**src/rtl/uart_rx8.sv**
```systemverilog
// 8N1 UART receiver: two-flop input synchronizer, mid-bit sampling FSM,
// one-cycle valid / frame_err pulses.
module uart_rx8 #(
    parameter int unsigned CLKS_PER_BIT = 434
) (
    input  logic       clk,
    input  logic       rst,
    input  logic       rx,
    output logic [7:0] data,
    output logic       valid,
    output logic       frame_err,
    output logic       busy
);

    localparam int unsigned HALF_BIT  = CLKS_PER_BIT / 2;
    localparam logic [15:0] HALF_LAST = 16'(HALF_BIT - 1);
    localparam logic [15:0] BIT_LAST  = 16'(CLKS_PER_BIT - 1);

    typedef enum logic [2:0] {
        S_IDLE,
        S_START,
        S_DATA,
        S_STOP,
        S_BREAK
    } state_t;

    state_t      state_q, state_d;
    logic        rx_meta_q, rx_s_q;
    logic [15:0] cnt_q, cnt_d;
    logic [2:0]  idx_q, idx_d;
    logic [7:0]  shift_q, shift_d;
    logic [7:0]  data_q, data_d;
    logic        valid_q, valid_d;
    logic        ferr_q, ferr_d;

    always_ff @(posedge clk) begin
        if (rst) begin
            rx_meta_q <= 1'b1;
            rx_s_q    <= 1'b1;
            state_q   <= S_IDLE;
            cnt_q     <= '0;
            idx_q     <= '0;
            shift_q   <= '0;
            data_q    <= '0;
            valid_q   <= 1'b0;
            ferr_q    <= 1'b0;
        end else begin
            rx_meta_q <= rx;
            rx_s_q    <= rx_meta_q;
            state_q   <= state_d;
            cnt_q     <= cnt_d;
            idx_q     <= idx_d;
            shift_q   <= shift_d;
            data_q    <= data_d;
            valid_q   <= valid_d;
            ferr_q    <= ferr_d;
        end
    end

    always_comb begin
        state_d = state_q;
        cnt_d   = cnt_q + 16'd1;
        idx_d   = idx_q;
        shift_d = shift_q;
        data_d  = data_q;
        valid_d = 1'b0;
        ferr_d  = 1'b0;

        unique case (state_q)
            S_IDLE: begin
                cnt_d = '0;
                if (!rx_s_q) state_d = S_START;
            end
            S_START: begin
                if (cnt_q == HALF_LAST) begin
                    cnt_d = '0;
                    idx_d = '0;
                    state_d = rx_s_q ? S_IDLE : S_DATA;
                end
            end
            S_DATA: begin
                if (cnt_q == BIT_LAST) begin
                    cnt_d = '0;
                    shift_d[idx_q] = rx_s_q;
                    if (idx_q == 3'd7) state_d = S_STOP;
                    else               idx_d   = idx_q + 3'd1;
                end
            end
            S_STOP: begin
                // Leaving mid-stop-bit lets a back-to-back start edge be caught.
                if (cnt_q == BIT_LAST) begin
                    cnt_d = '0;
                    if (rx_s_q) begin
                        data_d  = shift_q;
                        valid_d = 1'b1;
                        state_d = S_IDLE;
                    end else begin
                        ferr_d  = 1'b1;
                        state_d = S_BREAK;
                    end
                end
            end
            S_BREAK: begin
                if (rx_s_q) begin
                    cnt_d   = '0;
                    state_d = S_IDLE;
                end
            end
            default: begin
                cnt_d   = '0;
                state_d = S_IDLE;
            end
        endcase
    end

    assign data      = data_q;
    assign valid     = valid_q;
    assign frame_err = ferr_q;
    assign busy      = (state_q != S_IDLE);

endmodule

```
**config.mk**
```make
export PLATFORM = sky130hd
export DESIGN_NAME = uart_rx8
export DESIGN_NICKNAME = d
export VERILOG_FILES = /design/src/rtl/uart_rx8.sv
export SDC_FILE = /design/constraint.sdc
export NUM_CORES = 1
export LEC_CHECK = 0
export CAP_MARGIN = 20
export CORE_MARGIN = 10
export CORE_UTILIZATION = 32
export CTS_CLUSTER_SIZE = 24
export DETAILED_ROUTE_END_ITERATION = 8
export GPL_ROUTABILITY_DRIVEN = 0
export PLACE_DENSITY = 0.46
export RECOVER_POWER = 25
export SLEW_MARGIN = 20
export SYNTH_ARGS = -nofsm -noshare
export SYNTH_HDL_FRONTEND = slang
export SYNTH_SLANG_ARGS = --single-unit
```
**constraint.sdc**
```tcl
create_clock -name clk -period 2.1 [get_ports clk]
set_input_delay 0.42 -clock clk [delete_from_list [all_inputs] [get_ports clk]]
set_output_delay 0.42 -clock clk [all_outputs]
set_load 0.01 [all_outputs]
```
==> flow_summary.json, run 1 <==
{
  "outcome": "complete, no violations",
  "ys_warn_count": 0,
  "clock_latency_ps": 300,
  "criticalPathCategory": "flop to primary output",
  "numClockSinks": 42,
  "async_flop_share_pct": 0,
  "critPathLaunchType": "flop",
  "num_rows": 29,
  "ctsHoldBuffers": 0,
  "cts-root-buf": "clkbuf_8",
  "fin_util_pct": 39.0,
  "hold_viol": 0,
  "tightestPinTransition_ps": 492,
  "post-route-period-util_pct": 93.8,
  "holdPathStages": 1,
  "cts_resized": 0,
  "synthesis.nets": 248,
  "vdd_ir_drop_max_mv": 0.372,
  "wl_per_cell_um": 14.5,
  "synth_cell_type_count": 49,
  "yosysMostFrequentCell": "dfxtp_1",
  "syn_area_um2": 2160,
  "antenna_found_initial": 0,
  "place_hpwl_um": 3360,
  "yosysSeqAreaShare_pct": 39.0,
  "r2r_slack_ps": 250,
  "r2r_cells": 5,
  "reg2reg_from": "cnt_q[2]",
  "viasPerCell": 5.45,
  "nNetsFinal": 260,
  "cp_max_fo": 14,
  "grt_pass1_wl_um": 8070,
  "cts_buffers": 5,
  "finClkSkew_ps": 9.28,
  "routed-via-count": 1799,
  "die_y_um": 102,
  "max_freq_mhz": 508,
  "setup_violations": 0,
  "min_from": "rx_meta_q",
  "dieWidth_um": 102,
  "clockBufferDepth": 2,
  "drv_slew": 0,
  "grt_setup_unrepaired": "false",
  "ys.flop_type": "dfxtp_1",
  "drive_above_1_share_pct": 15.0,
  "worstHoldPathType": "flop to flop",
  "grt_overflow": 0,
  "cap_violations": 0,
  "n_antenna_cell": 0,
  "htreeDepth": 2,
  "start_util_pct": 33.4,
  "track_usage_pct": 9.48,
  "min_to": "rx_s_q",
  "power_density_nw_per_um2": 658,
  "io_pins": 14,
  "yosys.area.top_type": "dfxtp_1",
  "grt_pass1_vias": 1664,
  "r2r-end": "cnt_q[11]",
  "synth_commonest_cells": "42 x dfxtp_1, 21 x nand3_1, 19 x a21oi_1",
  "syn_avg_cell_area_um2": 8.99,
  "cp.required_ps": 1680,
  "antenna_left": 0,
  "routed_wl_um": 4780,
  "dr.pass1.iters": 4,
  "critPathLaunch": "state_q[0]",
  "path_clk_slew_ps": 90,
  "syn2layout_area_growth_pct": 16.8,
  "synth_top_area_share_pct": 39.0,
  "end_kind": "primary output",
  "port_buffers": 13,
  "slew_headroom_pct": 67.1,
  "synth-seq-cells": 42,
  "crit_arrival_ps": 1550,
  "die-area_um2": 10400,
  "cts_tree": "done",
  "cts_setup_buffers": 0,
  "synth_area_leaders": "dfxtp_1 39%, nand3_1 4.9%, a21oi_1 4.4%, nand4_1 4.4%, a21oi_2 4.1%",
  "grt_max_degree": 20,
  "core-area_um2": 6460,
  "min_period_ps": 1970,
  "drtIter0Drc": 75,
  "syn-instance-count": 240,
  "leakagePower_nw": 0.880,
  "drc": 0,
  "synth-edff-count": 0,
  "fin_setup_tns_ps": 0
}
metal layers:
metal | GRT usage, % | vias to the layer above | part of all wire, %
li1 | - | 926 | -
met1 | 12.3 | 850 | 50
met2 | 15.1 | 17 | 47
met3 | 2.23 | 6 | 2.7
met4 | 3.25 | 0 | 0.98
met5 | 0 | - | 0
report_power, final:
part           internal [mW]  total (mW)  switching (mW)
sequential             0.801       0.813          0.0115
clock                  0.477       0.773           0.296
combinational         0.0335      0.0733          0.0398
kinds of logic after synthesis:
logic type | Yosys count | synth area share, %
AOI/OAI and AO/OA | 60 | 18.7
xor gates and xnor gates | 13 | 5.28
adders and majority gates | 5 | 2.90
buffers and inverters | 21 | 4.18
DFF | 42 | 39.0
muxes | 1 | 0.464
and+or+nand+nor | 98 | 29.5
how the worst max path moves through the flow:
| stage | to | slack [ps] | cells past startpoint |
|---|---|---|---|
| finish | busy | 130 | 2 |
| global placement | cnt_q[11] | 300 | 6 |
| CTS | busy | 30 | 2 |
| global route | shift_q[0] | 40 | 4 |
| detailed placement | cnt_q[11] | 260 | 5 |
| floorplan | cnt_q[0] | 370 | 5 |
registers in the layout, summed over array words and instances (netlist names):
register,count
cnt_q,16
data,8
frame_err,1
idx_q,3
rx_meta_q,1
rx_s_q,1
shift_q,8
state_q,3
valid,1
placed cells by master, fill, tap and decap left out, types with 2 or more instances in the layout:
| cell | instances |
|---|---|
| dfxtp_1 | 41 |
| nand3_1 | 21 |
| a21oi_1 | 19 |
| nand4_1 | 15 |
| dlygate4sd3_1 | 11 |
| a21oi_2 | 10 |
| nand2_1 | 9 |
| o21ai_1 | 8 |
| nor2_1 | 7 |
| xor2_1 | 7 |
| inv_1 | 6 |
| and4_1 | 6 |
| o21ai_0 | 6 |
| xnor2_1 | 6 |
| buf_4 | 6 |
| or3_1 | 5 |
| nor2b_1 | 5 |
| ha_1 | 5 |
| clkbuf_8 | 5 |
| and2_1 | 4 |
| nor3_1 | 4 |
| and3_1 | 3 |
| nand4_2 | 3 |
| a22oi_1 | 3 |
| nor4_4 | 2 |
| a31o_2 | 2 |
| o41ai_1 | 2 |
| o2111ai_1 | 2 |
| or4_1 | 2 |
| o31ai_1 | 2 |
| or2_2 | 2 |
| bufinv_16 | 2 |
| clkdlybuf4s50_1 | 2 |
critical path, stage by stage (launching register included):
cell	delay [ps]
dfxtp_2	400
or3_1	380
clkdlybuf4s50_1	480
through the flow:
step                      hold WS, ps  power, mW  setup WS, ps  cells  area, µm²
final                             411       1.66           131    330       2520
after global routing              422       1.72          38.3    330       2520
after CTS                         407       1.68          26.2    330       2520
after detailed placement          394      0.905           260    322       2380
after global placement            397      0.907           303    322       2380
after floorplan                   389      0.877           372    240       2160
area by class of cell:
| cell class | instances | area, µm² |
|---|---|---|
| well taps | 77 | 96.3 |
| fillers | 677 | 3940 |
| multi-input cells | 177 | 1230 |
| flip-flops and latches | 42 | 842 |
| repair buffers | 20 | 195 |
| clock inverters | 3 | 68.8 |
| clock buffers | 5 | 68.8 |
| inverters | 6 | 22.5 |
Note: power is estimated with default switching activity, not from simulation.
==> run 2, diff against run 1 <==
--- a/config.mk
+++ b/config.mk
@@ -11,7 +11,7 @@
 export CTS_CLUSTER_SIZE = 24
 export DETAILED_ROUTE_END_ITERATION = 8
 export GPL_ROUTABILITY_DRIVEN = 0
-export PLACE_DENSITY = 0.46
+export PLACE_DENSITY = 0.48
 export RECOVER_POWER = 25
 export SLEW_MARGIN = 20
 export SYNTH_ARGS = -nofsm -noshare
==> constraint.sdc (replaced) <==
create_clock -name clk -period 1.8 [get_ports clk]
set_input_delay 0.36 -clock clk [delete_from_list [all_inputs] [get_ports clk]]
set_output_delay 0.36 -clock clk [all_outputs]
set_load 0.01 [all_outputs]
==> run 2 against run 1 <==
Net effect:
- non-clock buffer count increased by 29
- clock skew decreased by 5.0 ps
- via count increased by 5.2%
- register-to-register slack got worse by 120 ps
- setup slack got worse by 15 ps
- utilization increased by 3.5 points
- sequential cell count unchanged
- critical endpoint unchanged
- largest power group unchanged
==> flow_summary.json, run 2 (synthesized netlist as in run 1, its figures left out) <==
{
  "outcome": "complete, no violations",
  "largest_reg_flops": 16,
  "crit_arrival_ps": 1320,
  "syn2layout_area_growth_pct": 27.3,
  "place_hpwl_um": 3560,
  "r2r_slack_ps": 130,
  "slew_headroom_pct": 66.3,
  "htreeDepth": 2,
  "drv_slew": 0,
  "track_usage_pct": 10.1,
  "critPathLaunchType": "flop",
  "hold_viol": 0,
  "dieWidth_um": 102,
  "dpl_cell_area_um2": 2610,
  "cp_cell_sequence": "or3_1 > dlygate4sd2_1",
  "cts_buffers": 5,
  "r2r-end": "idx_q[0]",
  "power_density_nw_per_um2": 647,
  "max_freq_mhz": 594,
  "min_period_ps": 1680,
  "start_util_pct": 33.4,
  "holdPathStages": 1,
  "io_pins": 14,
  "dr.pass1.iters": 4,
  "setup_violations": 0,
  "reg2reg_from": "cnt_q[11]",
  "grt_setup_unrepaired": "true",
  "critPathLaunch": "state_q[0]",
  "fin_util_pct": 42.5,
  "fin_setup_tns_ps": 0,
  "viasPerCell": 5.27,
  "path_buf_inv": 1,
  "drc": 0,
  "clock_latency_ps": 280,
  "core-area_um2": 6460,
  "grt_overflow": 0,
  "routed_wl_um": 4990,
  "vdd_ir_drop_max_mv": 0.425,
  "min_from": "rx_meta_q",
  "final_common_cell": "dfxtp_1",
  "max_stage_delay_ps": 380,
  "finClkSkew_ps": 4.30,
  "routed-via-count": 1893,
  "port_buffers": 13,
  "cp_max_fo": 9,
  "crit_family": "flip-flops",
  "criticalPathCategory": "flop to primary output",
  "leakagePower_nw": 1.00,
  "top_register": "cnt_q",
  "die-area_um2": 10400,
  "path_clk_slew_ps": 80,
  "die_y_um": 102,
  "grt_pass1_wl_um": 8700,
  "final_area_um2": 2750,
  "tightestPinTransition_ps": 505,
  "n_antenna_cell": 0,
  "fin_cells": 359,
  "slowest_stage": "dfxtp_2",
  "grt_max_degree": 18,
  "drtIter0Drc": 42,
  "final_cell_mix": "39 x dfxtp_1, 32 x buf_4, 21 x nand3_1",
  "end_kind": "primary output",
  "grt_pass1_vias": 1830,
  "cap_violations": 0,
  "numClockSinks": 42,
  "antenna_found_initial": 0,
  "nNetsFinal": 289,
  "cts_tree": "done",
  "dp.cells": 349,
  "num_rows": 29,
  "r2r_cells": 5,
  "worstHoldPathType": "flop to flop",
  "cp.required_ps": 1440,
  "antenna_left": 0,
  "drive_above_1_share_pct": 24.1,
  "cts-root-buf": "clkbuf_8",
  "wl_per_cell_um": 13.9,
  "clockBufferDepth": 2,
  "min_to": "rx_s_q",
  "post-route-period-util_pct": 93.6
}
==> run 2: power breakdown <==
group	total [mW]	switching [mW]	internal (mW)
combinational	0.0981	0.0519	0.0461
clock	0.732	0.317	0.415
sequential	0.947	0.0120	0.935
total	1.78	0.380	1.40
==> run 2: cell type report <==
class / instances / area [µm²]
clock buffers: 7 / 76.3
flip-flops and latches: 42 / 845
inverters: 6 / 22.5
clock inverters: 1 / 30.0
fillers: 668 / 3710
well taps: 77 / 96.3
repair buffers: 49 / 433
multi-input cells: 177 / 1240
==> run 2: routing by layer <==
metal	routed length (µm)	up-vias	global-route usage (%)
li1	-	990	-
met1	2540	888	13.5
met2	2310	13	16.0
met3	117	2	2.50
met4	19	0	2.49
met5	0	-	0
==> run 2: worst max path at each step <==
stage                 end  slack, ps  cells after the start
5_1_grt        state_q[1]       -0.3                      6
6_report             busy        120                      2
4_1_cts          idx_q[0]         50                      5
2_1_floorplan    cnt_q[0]         70                      5
3_3_place_gp     idx_q[0]         80                      5
3_5_place_dp     idx_q[0]         70                      5
==> run 2: metrics by stage <==
step / hold slack [ps] / total power [mW] / worst slack [ps]
3_5_place_dp: 400 / 1.07 / 73.9
2_1_floorplan: 389 / 1.02 / 72.3
4_1_cts: 416 / 1.81 / 53.5
5_1_grt: 421 / 1.85 / -0.318
6_report: 413 / 1.78 / 116
3_3_place_gp: 395 / 1.07 / 77.5
==> run 2: what timing repair did <==
action	in CTS	in global routing
gates resized for setup	4	3
setup buffers	0	2
hold buffers	0	0
pin swaps	0	3
hold endpoints to repair	0	0
endpoints found under the setup margin	1	9
